## config.mk

```make
export PLATFORM = sky130hd
export DESIGN_NAME = spi_cmd_decoder
export DESIGN_NICKNAME = d
export VERILOG_FILES = /design/src/rtl/spi_cmd_decoder.sv
export SDC_FILE = /design/constraint.sdc
export NUM_CORES = 1
export LEC_CHECK = 0
export CAP_MARGIN = 20
export CELL_PAD_IN_SITES_DETAIL_PLACEMENT = 0
export CELL_PAD_IN_SITES_GLOBAL_PLACEMENT = 1
export CORE_UTILIZATION = 37
export CTS_BUF_LIST = sky130_fd_sc_hd__clkbuf_16
export DETAILED_ROUTE_END_ITERATION = 10
export PLACE_DENSITY = 0.79
export REMOVE_ABC_BUFFERS = 1
export SYNTH_ARGS = -nofsm -noshare
export SYNTH_HDL_FRONTEND = slang
export SYNTH_SLANG_ARGS = --single-unit
```

## constraint.sdc

```tcl
create_clock -name clk -period 4.1 [get_ports clk]
set_input_delay 0.82 -clock clk [delete_from_list [all_inputs] [get_ports clk]]
set_output_delay 0.82 -clock clk [all_outputs]
set_load 0.05 [all_outputs]
```

## src/rtl/spi_cmd_decoder.sv

```systemverilog
// ---------------------------------------------------------------------------
// spi_cmd_decoder
//
// Interprets the stream of 32-bit words delivered by the SPI slave as host
// commands. It handles burst writes into the vertex/face memory, burst reads
// back out over SPI, a subdivision start kick and a status query. It is the
// only path from the external SPI master to chip state.
//
// Command word: opcode [31:28], count [27:16], addr [ADDR_WIDTH-1:0].
//   0x0 NOP, 0x1 WRITE, 0x2 READ, 0x3 START, 0x4 STATUS, 0x5-0xF illegal.
//
// Ports
//   clk, reset        system clock, asynchronous active-high reset
//   rx_valid, rx_data one-cycle pulse with a complete received word
//   tx_data, tx_load  word for the next SPI frame; pulse on every update
//   mem_we, mem_re    registered one-cycle memory strobes
//   mem_addr          memory word address
//   mem_wdata         write data
//   mem_rdata         read data, valid the cycle after mem_re
//   core_start        one-cycle kick to the subdivision core
//   core_busy         subdivision core running
//   busy              FSM outside IDLE (registered)
//   err               sticky protocol error, cleared by STATUS
// ---------------------------------------------------------------------------
module spi_cmd_decoder #(
  parameter int unsigned ADDR_WIDTH = 11
) (
  input  logic                  clk,
  input  logic                  reset,
  input  logic                  rx_valid,
  input  logic [31:0]           rx_data,
  output logic [31:0]           tx_data,
  output logic                  tx_load,
  output logic                  mem_we,
  output logic                  mem_re,
  output logic [ADDR_WIDTH-1:0] mem_addr,
  output logic [31:0]           mem_wdata,
  input  logic [31:0]           mem_rdata,
  output logic                  core_start,
  input  logic                  core_busy,
  output logic                  busy,
  output logic                  err
);

  typedef enum logic [1:0] {
    ST_IDLE,
    ST_WR_DATA,
    ST_RD_FETCH,
    ST_RD_DATA
  } state_t;

  typedef enum logic [3:0] {
    OP_NOP    = 4'h0,
    OP_WRITE  = 4'h1,
    OP_READ   = 4'h2,
    OP_START  = 4'h3,
    OP_STATUS = 4'h4
  } opcode_t;

  // Command fields of the incoming word
  opcode_t               cmd_op;
  logic [11:0]           cmd_count;
  logic [ADDR_WIDTH-1:0] cmd_addr;

  assign cmd_op    = opcode_t'(rx_data[31:28]);
  assign cmd_count = rx_data[27:16];
  assign cmd_addr  = rx_data[ADDR_WIDTH-1:0];

  // Bits between the address field and the count field carry no meaning.
  if (ADDR_WIDTH < 16) begin : g_unused_addr_bits
    logic unused_addr_bits;
    assign unused_addr_bits = ^rx_data[15:ADDR_WIDTH];
  end

  state_t                state_q, state_d;
  logic [ADDR_WIDTH-1:0] addr_q, addr_d;
  logic [11:0]           count_q, count_d;
  logic [31:0]           tx_data_q, tx_data_d;
  logic                  tx_load_q, tx_load_d;
  logic                  mem_we_q, mem_we_d;
  logic                  mem_re_q, mem_re_d;
  logic [ADDR_WIDTH-1:0] mem_addr_q, mem_addr_d;
  logic [31:0]           mem_wdata_q, mem_wdata_d;
  logic                  core_start_q, core_start_d;
  logic                  busy_q, busy_d;
  logic                  err_q, err_d;

  // -------------------------------------------------------------------------
  // Next-state and output decode
  // -------------------------------------------------------------------------
  always_comb begin
    // NOTE: every signal gets a default before the case so no path through
    // this block leaves one unassigned; that is what keeps it free of latches.
    state_d      = state_q;
    addr_d       = addr_q;
    count_d      = count_q;
    tx_data_d    = tx_data_q;
    tx_load_d    = 1'b0;
    mem_we_d     = 1'b0;
    mem_re_d     = 1'b0;
    mem_addr_d   = mem_addr_q;
    mem_wdata_d  = mem_wdata_q;
    core_start_d = 1'b0;
    err_d        = err_q;

    unique case (state_q)
      ST_IDLE: begin
        if (rx_valid) begin
          case (cmd_op)
            OP_NOP: ;
            OP_WRITE: begin
              if (cmd_count != 12'd0) begin
                addr_d  = cmd_addr;
                count_d = cmd_count;
                state_d = ST_WR_DATA;
              end
            end
            OP_READ: begin
              if (cmd_count != 12'd0) begin
                addr_d     = cmd_addr;
                count_d    = cmd_count;
                mem_addr_d = cmd_addr;
                mem_re_d   = 1'b1;
                state_d    = ST_RD_FETCH;
              end
            end
            OP_START: begin
              if (core_busy) err_d        = 1'b1;
              else           core_start_d = 1'b1;
            end
            OP_STATUS: begin
              // Report the current flag, then clear it in the same update.
              tx_data_d = {16'hC0DE, 14'b0, err_q, core_busy};
              tx_load_d = 1'b1;
              err_d     = 1'b0;
            end
            default: err_d = 1'b1;
          endcase
        end
      end

      ST_WR_DATA: begin
        if (rx_valid) begin
          mem_we_d    = 1'b1;
          mem_addr_d  = addr_q;
          mem_wdata_d = rx_data;
          addr_d      = addr_q + 1'b1;
          count_d     = count_q - 1'b1;
          if (count_q == 12'd1) state_d = ST_IDLE;
        end
      end

      ST_RD_FETCH: begin
        // A word arriving while a fetch is outstanding has nowhere to go.
        if (rx_valid) err_d = 1'b1;
        // First cycle here has mem_re on the port; read data lands the next.
        if (!mem_re_q) begin
          tx_data_d = mem_rdata;
          tx_load_d = 1'b1;
          state_d   = ST_RD_DATA;
        end
      end

      ST_RD_DATA: begin
        // The received word is the dummy the host clocked in while reading.
        if (rx_valid) begin
          count_d = count_q - 1'b1;
          if (count_q == 12'd1) begin
            tx_data_d = 32'h0;
            tx_load_d = 1'b1;
            state_d   = ST_IDLE;
          end else begin
            addr_d     = addr_q + 1'b1;
            mem_addr_d = addr_q + 1'b1;
            mem_re_d   = 1'b1;
            state_d    = ST_RD_FETCH;
          end
        end
      end

      default: state_d = ST_IDLE;
    endcase

    busy_d = (state_d != ST_IDLE);
  end

  // -------------------------------------------------------------------------
  // State and output registers
  // -------------------------------------------------------------------------
  always_ff @(posedge clk or posedge reset) begin
    if (reset) begin
      state_q      <= ST_IDLE;
      addr_q       <= '0;
      count_q      <= '0;
      tx_data_q    <= '0;
      tx_load_q    <= 1'b0;
      mem_we_q     <= 1'b0;
      mem_re_q     <= 1'b0;
      mem_addr_q   <= '0;
      mem_wdata_q  <= '0;
      core_start_q <= 1'b0;
      busy_q       <= 1'b0;
      err_q        <= 1'b0;
    end else begin
      // NOTE: non-blocking assignments here so every register samples the
      // values decoded from the previous state, independent of statement order.
      state_q      <= state_d;
      addr_q       <= addr_d;
      count_q      <= count_d;
      tx_data_q    <= tx_data_d;
      tx_load_q    <= tx_load_d;
      mem_we_q     <= mem_we_d;
      mem_re_q     <= mem_re_d;
      mem_addr_q   <= mem_addr_d;
      mem_wdata_q  <= mem_wdata_d;
      core_start_q <= core_start_d;
      busy_q       <= busy_d;
      err_q        <= err_d;
    end
  end

  assign tx_data    = tx_data_q;
  assign tx_load    = tx_load_q;
  assign mem_we     = mem_we_q;
  assign mem_re     = mem_re_q;
  assign mem_addr   = mem_addr_q;
  assign mem_wdata  = mem_wdata_q;
  assign core_start = core_start_q;
  assign busy       = busy_q;
  assign err        = err_q;

endmodule

```

Word level (Yosys, flattened, before mapping)
Index checks and enable logic that the tools add are counted.
Widths: inputs -> output; s select.
{ "op_classes": {"n_addsub": 2, "eq_ne": 22, "muxes": 55, "n_reduce_logical": 17} }
{ "ops": {"columns": ["cell", "count"], "rows": [
  ["$mux 32", 5],
  ["$mux 11", 9],
  ["$pmux 32 s3", 1],
  ["$pmux 11 s3", 2],
  ["$mux 12", 4],
  ["$pmux 12 s2", 1],
  ["$ne 2x2->1 const B", 10],
  ["$mux 1", 19],
  ["$mux 2", 8],
  ["$reduce_and 7->1", 2],
  ["$eq 12x1->1 const B", 1],
  ["$reduce_bool 12->1", 1],
  ["$sub 12x1->12 const B", 1],
  ["$add 11x1->11 const B", 1],
  ["$reduce_and 5->1", 2],
  ["$eq 4x2->1 const B", 2],
  ["$pmux 2 s4", 1],
  ["$ne 2x1->1 const B", 3],
  ["$pmux 1 s3", 2],
  ["$reduce_and 6->1", 1],
  ["$reduce_bool 2->1", 3],
  ["$reduce_bool 3->1", 2],
  ["$eq 2x2->1 const B", 2],
  ["$eq 4x1->1 const B", 1],
  ["10 further kinds", 12]
]} }
{ "totals": {"regBits": 106, "in_bits": 68, "out_inout_bits": 81, "elab_cells": 108} }

Logic depth before layout (Yosys ltp)
Gate-level depths: netlist of the first run.
{ "logic_depth": {"ltp_word": 6, "ltp_mapped": 9} }

Least setup slack after synthesis of the first run
Ideal clock, no wire load.
{ "synth_path": {"path_kind": "input port to flip-flop", "startpoint": "input port rx_data[23]", "endpoint": "register mem_addr_q[0] (netlist: mem_addr[0])", "arrival_time_ns": 2.466, "t_required_ns": 3.975, "slack_ns": 1.509, "stages": 6, "path_cell_list": "or4_4 -> or3_1 -> a41oi_1 -> a21oi_1 -> buf_6 -> mux2_4"} }
{ "synth_via": {"elab_chain_cells": 3} }
{ "synth_rtl": {"columns": ["element", "line", "rtl"], "rows": [
  ["start: declaration", "31", "input logic [31:0] rx_data,"],
  ["$reduce_bool 12->1", "119", "if (cmd_count != 12'd0) begin"],
  ["$ne 2x2->1 (no line)", null, null],
  ["$reduce_and 7->1 (no line)", null, null],
  ["end signal: assignment", "214", "mem_addr_q <= mem_addr_d;"],
  ["end: declaration", "82", "logic [ADDR_WIDTH-1:0] mem_addr_q, mem_addr_d;"]
]} }
No other way between the ends.
A chain may end at the register's enable or synchronous reset.

Worst setup path in the final report of the first run
{ "layout_path": {"startpoint": "input port rx_valid", "endpoint": "register count_q[7]"} }
{ "layout_via": {"elab_chain_cells": 2, "word_cells_on_any_way": 3, "classes_between": "eq/ne (2); reduce/logical (1)"} }
{ "layout_rtl": {"columns": ["element", "line", "rtl"], "rows": [
  ["start: declaration", "30", "input logic rx_valid,"],
  ["$ne 2x1->1 (no line) or $ne 2x2->1 (tied branches)", null, null],
  ["$reduce_and 5->1 (no line) *", null, null],
  ["end signal: assignment", "209", "count_q <= count_d;"],
  ["end: declaration", "77", "logic [11:0] count_q, count_d;"]
]} }
Every way passes the cells marked *; elsewhere a longest branch is shown, timed or not.

==> metrics, run 1 <==
launch point of the worst reg-to-reg path=state_q[0]; CTS Hold Bufs=0; Final Slew Violations=0; I/O pin count=149; CTS tree=built; clk_lat worst skew=360 ps; Crit Path Category=in2reg; register bit count reported by yosys=106; CTS Sinks=106; CTS H-tree depth=3; top cell type's share of synthesized area=50.4%; nature of the critical path endpoint=register; 1st-pass router iterations=4; clk root buf=clkbuf_16; die area=0.0147 mm^2; yosys warns=0; worst setup path endpoint=count_q[7]; Slew @ Worst Pin=1030 ps; FP Rows=43; Int Pwr=3590 uW; critical path cell sequence=clkdlybuf4s50_1, or3b_2, o21ai_0, nand3_1, o21bai_1, a32o_1; post-route ant nets=0; reg2reg path depth=7; Max VDD drop=0.000565 V; max-capacitance violation count=0; Slowest Stage Delay on Critical Path=700 ps; Core ar.=0.0139 mm^2; CTS Buffer Depth=2; Pwr Density=965 mW/mm^2; Die X=121 um; Final Hold Viols=0; ant diodes=0; share of flip-flops with an asynchronous set or reset=100%; most frequent cells in the layout=148 x clkdlybuf4s50_1, 106 x dfrtp_1, 37 x a21oi_1; Clock Pin Slew Worst Setup and Hold Paths=70 ps; Detailed Place HPWL=9.68 mm; post-DR wirelength/cell=17.5 um; Area Growth Syn to Fin=37.1%; gr ovfl total=0; Setup TNS=0 ps; number of global-route vias before repair=4238; Starting Density=37.9%; Via density=5.48; worst hold path type=reg2reg; Seq pwr share=27.0%; RR Endpoint=count_q[11]; Final period util=78.6%; most common flop cell mapped by yosys=dfrtp_1; register area share after synthesis=50.4%; Worst Clk Skew=10.9 ps; max_slew headroom=31.0%; dominant cell type by area after synthesis=dfrtp_1; first-pass GRT wire length=22.5 mm; Synth cell types=59; critical path launch point type=input port; hold slack=504 ps; port bufs=148; Die H=121 um; drt initial violations=280; fillers=1216; Max FO, Critical Path=21; CP Data Arrival Time=3460 ps; GPL Wtd Cong=0.831; number of synthesized flops with an enable pin=0; vias post-DR=4446; CTS Buf Count=9; Comb power frac=60.2%; Reg area=0.00265 mm^2; Setup Viol. Count Final=0; CP max stage cell=clkdlybuf4s50_1; Post-Route WL=14.2 mm; Total GRT Usage=19.9%; largest net degree at the start of global routing=59; leakage=0.00310 uW; fraction of layout cells with a size suffix above 1=12.0%; commonest non-fill, non-tap cell in the layout=clkdlybuf4s50_1; worst setup path start=rx_valid; # nets final=703; total setup buffers inserted after CTS=0; outcome=complete, no violations; Final Instance Count excl. Fillers=812; Mapped Area=0.00526 mm^2; Post-Syn Instances=490; Post-CTS Resized=0; switch share=48.3%; Tmin final=3220 ps; synth top area cells=dfrtp_1 50%, mux2_2 7.5%, a22o_1 4.2%; multi-input logic area=0.00236 mm^2; reg2reg setup slack=1200 ps; CP required=4340 ps; initial antenna violation count=0; syn avg cell area=10.7 um^2; RSZ-0062 raised after global routing=false; placed insts=795; DRC viols=0; clock share of power=12.9%; P_sw=3360 uW; Max Freq=310 MHz
cell usage after synthesis, types with 4 or more instances:
master      n
dfrtp_1   106
a21oi_1    37
mux2_2     35
nand2_1    32
nor2_1     32
a22o_1     25
inv_1      23
o21ai_0    22
clkbuf_1   16
a31oi_1    14
mux2i_1    11
ha_1        8
mux2_4      8
nand3_1     8
nor3_1      8
a21o_1      7
buf_2       6
buf_6       5
nand2b_1    5
o22ai_1     5
a221o_1     4
a22oi_1     4
buf_1       4
nand4_1     4
nor4_1      4
o22a_1      4
o31ai_1     4
power by group through the flow:
| stage | sequential [uW] | clock [uW] | combinational [uW] |
|---|---|---|---|
| finish | 1880 | 894 | 4190 |
| CTS | 1880 | 925 | 4160 |
| global placement | 1860 | 0 | 4090 |
| detailed placement | 1890 | 0 | 4140 |
| floorplan | 2990 | 0 | 1710 |
| global route | 1940 | 965 | 4480 |
cell families after synthesis:
group,count (synthesis),share of synthesized area (%)
and+or+nand+nor,119,11.6
adders and majority gates,8,1.90
muxes,54,11.9
AOI/OAI and AO/OA,147,19.1
xor gates and xnor gates,2,0.333
DFF,106,50.4
buffers and inverters,54,4.71
per-layer routing:
| metal | GRT usage (%) | part of all wire [%] | up-vias |
|---|---|---|---|
| met2 | 29.4 | 44 | 195 |
| met4 | 5.40 | 1.1 | 0 |
| li1 | - | - | 2083 |
| met3 | 6.16 | 7.6 | 11 |
| met1 | 27.8 | 48 | 2157 |
| met5 | 0 | 0 | - |
critical path: cells and delay by family:
kind | cells | cell delay (ps)
and+or+nand+nor | 2 | 1060
AOI/OAI and AO/OA | 3 | 880
buffers and inverters | 1 | 700
final cells by class:
type | instances | share of cell area (%)
repair buffers | 157 | 21.9
multi-input cells | 330 | 32.8
inverters | 23 | 1.23
well taps | 180 | 3.12
clock buffers | 9 | 3.12
clock inverters | 7 | 1.06
flip-flops and latches | 106 | 36.8
through the flow:
step                      area, um^2  setup slack, ps  utilization [%]  power (uW)
after floorplan                 5100              491                -        4700
after global placement          6880              657             49.6        5960
after detailed placement        6880              582             49.6        6030
after CTS                       7180              951             51.8        6960
after global routing            7210              752             52.0        7390
final                           7210              878             52.0        6960
how the worst min path moves through the flow:
stage	depth (start not counted)	start	to	slack (ps)
after floorplan	1	count_q[11]	count_q[11]	480
after global placement	1	tx_data[7]	tx_data[7]	490
after detailed placement	1	tx_data[28]	tx_data[28]	490
after CTS	1	mem_wdata[14]	mem_wdata[14]	510
after global routing	1	mem_wdata[6]	mem_wdata[6]	520
final	1	mem_wdata[14]	mem_wdata[14]	500
state kept, by name, indices dropped and copies added (netlist names):
register	count
busy	1
mem_addr	11
core_start	1
addr_q	11
tx_data	32
state_q	2
tx_load	1
mem_we	1
count_q	12
mem_re	1
err	1
mem_wdata	32
(Power assumes the default switching activity.)
==> inputs of run 2 (changes only) <==
clock period = 3.3 ns   (was 4.1 ns; I/O delays follow)
==> run 2 against run 1 <==
  * Cell count up 0.86%
  * Register-to-register slack got worse by 430 ps
  * Largest power group unchanged
  * Sequential share of layout area stayed put
  * Non-clock buffer count is 7 higher
==> metrics, run 2 (synthesis gave the netlist of run 1 again) <==
outcome=complete, no violations; worst setup path start=rx_data[30]; launch point of the worst reg-to-reg path=state_q[0]; CTS H-tree depth=3; P_sw=4100 uW; Slew @ Worst Pin=641 ps; Die H=121 um; switch share=48.3%; RSZ-0062 raised after global routing=false; Max FO, Critical Path=11; I/O pin count=149; Post-CTS Resized=0; Pwr Density=1180 mW/mm^2; post-route ant nets=0; most frequent cells in the layout=148 x clkdlybuf4s50_1, 106 x dfrtp_1, 37 x a21oi_1; Via density=5.39; Starting Density=37.9%; clk_lat worst skew=350 ps; Max Freq=358 MHz; FP Rows=43; fraction of layout cells with a size suffix above 1=12.1%; Comb power frac=61.2%; Area Growth Syn to Fin=37.1%; fillers=1255; largest net degree at the start of global routing=48; Max VDD drop=0.000648 V; CP max stage cell=or3b_2; commonest non-fill, non-tap cell in the layout=clkdlybuf4s50_1; critical path cell sequence=clkdlybuf4s50_1, or3b_2, o21ai_0, nand3_1, buf_4, o21ai_0, o21ai_0; Slowest Stage Delay on Critical Path=500 ps; gr ovfl total=0; CTS Buffer Depth=2; drt initial violations=210; vias post-DR=4415; Final period util=84.7%; most frequent cell on the critical path=o21ai_0; Crit Path Category=in2reg; global routing usage on met3=3.95%; met2 GRT Util=30.1%; die area=0.0147 mm^2; GPL Wtd Cong=0.840; GRT Max-Usage Layer=met2; Tmin final=2800 ps; max_slew headroom=57.1%; Detailed Place HPWL=9.86 mm; hold slack=505 ps; Setup TNS=0 ps; CP Data Arrival Time=3020 ps; 1st-pass router iterations=4; Die X=121 um; CP Buf/Inv Count=2; first-pass GRT wire length=22.1 mm; worst hold path type=reg2reg; Total GRT Usage=19.4%; # nets final=710; clk root buf=clkbuf_16; initial antenna violation count=0; DRC viols=0; Setup Viol. Count Final=0; total setup buffers inserted after CTS=0; critical path's top delay family=simple AND/OR/NAND/NOR gates; clock share of power=11.3%; Clock Pin Slew Worst Setup and Hold Paths=70 ps; Int Pwr=4390 uW; CTS Sinks=106; critical path launch point type=input port; CTS tree=built; nature of the critical path endpoint=register; Seq pwr share=27.5%; Worst Clk Skew=8.75 ps; hold path startpoint=mem_wdata[22]; leakage=0.00313 uW; Core ar.=0.0139 mm^2; ant diodes=0; Post-Route WL=13.9 mm; post-DR wirelength/cell=17.0 um; number of global-route vias before repair=4251; port bufs=148; CTS Buf Count=9; CP required=3530 ps; Final Hold Viols=0; Final Slew Violations=0; max-capacitance violation count=0; met1 GRT Util=27.0%; CTS Hold Bufs=0
[run 2: per-layer routing]
layer,vias to the layer above,wire (um)
met5,-,0
met4,0,110
met3,9,864
met2,160,6330
met1,2150,6610
li1,2096,-
[run 2: power groups by stage]
stage	Sequential [uW]	Clock, uW	Combinational, uW
final	2330	956	5190
after floorplan	3720	0	2120
after global routing	2410	1050	5590
after detailed placement	2350	0	5200
after global placement	2330	0	5130
after CTS	2330	994	5220
[run 2: per-stage QoR]
step | instances | utilization (%) | total power, uW | worst slack (ps) | area (um^2)
5_1_grt | 819 | 52.0 | 9050 | 312 | 7210
3_3_place_gp | 803 | 50.1 | 7460 | 256 | 6960
6_report | 819 | 52.0 | 8480 | 505 | 7210
2_1_floorplan | 459 | - | 5840 | -149 | 5100
4_1_cts | 819 | 52.0 | 8550 | 550 | 7210
3_5_place_dp | 803 | 50.1 | 7550 | 176 | 6960
[run 2: final timing paths]
check                      slack, ps  cells past startpoint            end
max reg2reg                      770                      7     tx_data[0]
max                              500                      7     count_q[3]
min                              500                      1  mem_wdata[22]
min reg2reg                      500                      1  mem_wdata[22]
max in group asynchronous       1880                      3     tx_data[0]
min in group asynchronous        740                      2     tx_data[6]
[run 2: cell type report]
class	count	area [um^2]	share of cell area, %
sequential	106	2650	36.8
inverter	23	88.8	1.23
clock buffer	9	225	3.12
timing repair buffer	164	1630	22.6
multi-input combinational	330	2360	32.8
tap	180	225	3.12
clock inverter	7	31.3	0.434
==> inputs of run 3 (changes only) <==
clock period = 2.8 ns   (was 3.3 ns; I/O delays follow)
==> run 3 against run 2 <==
  * Critical path depth is 1 lower
  * Clock power is 42% higher
  * First-iteration DRC count increased by 6.7%
  * Final area is 4.3% higher
  * Register-to-register slack got worse by 290 ps
  * Core utilization grew 2.2 points
  * Flip-flop and latch count is the same
  * Worst hold slack lost 2.1 ps
  * Clock skew up 2.1 ps
  * Worst setup slack lost 310 ps
  * Global-route usage increased by 0.57 points
  * Cell count increased by 3.4%
  * Critical path type unchanged
  * Largest cell class unchanged
  * Largest power group unchanged
==> metrics, run 3 (synthesis gave the netlist of run 1 again) <==
Max VDD drop=0.000772 V; switch share=47.3%; Detailed Place HPWL=10.2 mm; Final period util=92.9%; Tmin final=2600 ps; Clock Pin Slew Worst Setup and Hold Paths=70 ps; CTS tree=built; I/O pin count=149; CP Buf/Inv Count=1; Seq pwr share=26.4%; DP Worst Slack=-161 ps; largest net degree at the start of global routing=45; Area Growth Syn to Fin=43.0%; met2 GRT Util=31.2%; die area=0.0147 mm^2; critical path cell sequence=clkdlybuf4s50_1, or4_4, or4_1, and2_1, a31oi_1, a21oi_1; worst hold path type=reg2reg; CTS Buf Count=9; CTS Hold Bufs=0; clock share of power=13.0%; Setup TNS=0 ps; CTS Sinks=106; clk root buf=clkbuf_16; CTS H-tree depth=3; Post-Route WL=14.2 mm; number of global-route vias before repair=4469; 1st-pass router iterations=7; Post-CTS Resized=0; vias post-DR=4609; final worst setup slack=200 ps; Slew @ Worst Pin=945 ps; CP required=3010 ps; CP max stage cell=or4_4; Setup Viol. Count Final=0; Max Freq=385 MHz; Starting Density=37.9%; total setup buffers inserted after CTS=0; CP Data Arrival Time=2810 ps; Worst Clk Skew=10.8 ps; met1 GRT Util=27.0%; leakage=0.00329 uW; Final Hold Viols=0; placed insts=831; Pwr Density=1390 mW/mm^2; post-route ant nets=0; # nets final=738; P_sw=4930 uW; critical path launch point type=input port; Via density=5.44; Int Pwr=5500 uW; fillers=1200; port bufs=148; GRT Max-Usage Layer=met2; Slowest Stage Delay on Critical Path=580 ps; Final Instance Count excl. Fillers=847; commonest non-fill, non-tap cell in the layout=clkdlybuf4s50_1; Total GRT Usage=20.0%; max_slew headroom=37.0%; first-pass GRT wire length=23.0 mm; critical path's top delay family=simple AND/OR/NAND/NOR gates; Comb power frac=60.6%; clk_lat worst skew=350 ps; post-DR wirelength/cell=16.7 um; global routing usage on met3=4.32%; FP Rows=43; Final Slew Violations=0; Die H=121 um; Crit Path Category=in2reg; gr ovfl total=0; Core ar.=0.0139 mm^2; most frequent cells in the layout=148 x clkdlybuf4s50_1, 106 x dfrtp_1, 39 x buf_4; max-capacitance violation count=0; Final Core Density=54.2%; Max FO, Critical Path=13; RSZ-0062 raised after global routing=false; outcome=complete, no violations; fraction of layout cells with a size suffix above 1=16.5%; DRC viols=0; GPL Wtd Cong=0.874; Die X=121 um; CTS Buffer Depth=2; initial antenna violation count=0; ant diodes=0; nature of the critical path endpoint=register; hold slack=503 ps; drt initial violations=224
run 3: changes by cell type in the layout (fill, tap and decap cells not counted):
cell,change
bufinv_16,+2
clkinv_1,-1
clkinvlp_4,+2
buf_12,+3
buf_4,+25
clkinv_4,-1
clkinv_2,+1
inv_1,-4
inv_6,+1
run 3: worst reg2reg max path: stages, from the launching register on:
cell	delay, ps
dfrtp_1	450
inv_1	190
ha_1	200
inv_1	80
or4_1	570
and2_1	370
a31oi_1	240
a21oi_1	60
run 3: layout make-up:
class | instances | area [um^2] | area share (%)
clock buffers | 9 | 225 | 2.99
clock inverters | 7 | 92.6 | 1.23
inverters | 23 | 88.8 | 1.18
multi-input cells | 330 | 2360 | 31.4
flip-flops and latches | 106 | 2650 | 35.3
well taps | 180 | 225 | 2.99
repair buffers | 192 | 1870 | 24.9
run 3: final timing paths:
| kind | start | end | slack (ps) | cells past startpoint |
|---|---|---|---|---|
| max in group asynchronous | reset | count_q[2] | 1580 | 3 |
| max reg2reg | state_q[0] | addr_q[6] | 480 | 7 |
| min reg2reg | mem_wdata[21] | mem_wdata[21] | 500 | 1 |
| min in group asynchronous | reset | tx_data[6] | 630 | 2 |
| max | rx_data[23] | addr_q[6] | 200 | 6 |
| min | mem_wdata[21] | mem_wdata[21] | 500 | 1 |
run 3: power by group through the flow:
stage / Combinational (uW) / Clock, uW / Sequential, uW
finish: 6320 / 1360 / 2750
floorplan: 2500 / 0 / 4380
detailed placement: 6310 / 0 / 2780
global placement: 6220 / 0 / 2740
CTS: 6340 / 1400 / 2750
global route: 6770 / 1460 / 2840
run 3: metal layers:
layer | part of all wire, % | wire length (um) | up-vias
met5 | 0 | 0 | -
met2 | 45 | 6450 | 179
met4 | 1.6 | 222 | 0
li1 | - | - | 2166
met3 | 6.9 | 983 | 15
met1 | 46 | 6520 | 2249
run 3: metrics by stage:
step           cell area (um^2)  total power (uW)
6_report                   7520             10400
5_1_grt                    7520             11100
4_1_cts                    7520             10500
3_5_place_dp               7200              9090
3_3_place_gp               7200              8950
2_1_floorplan              5100              6880
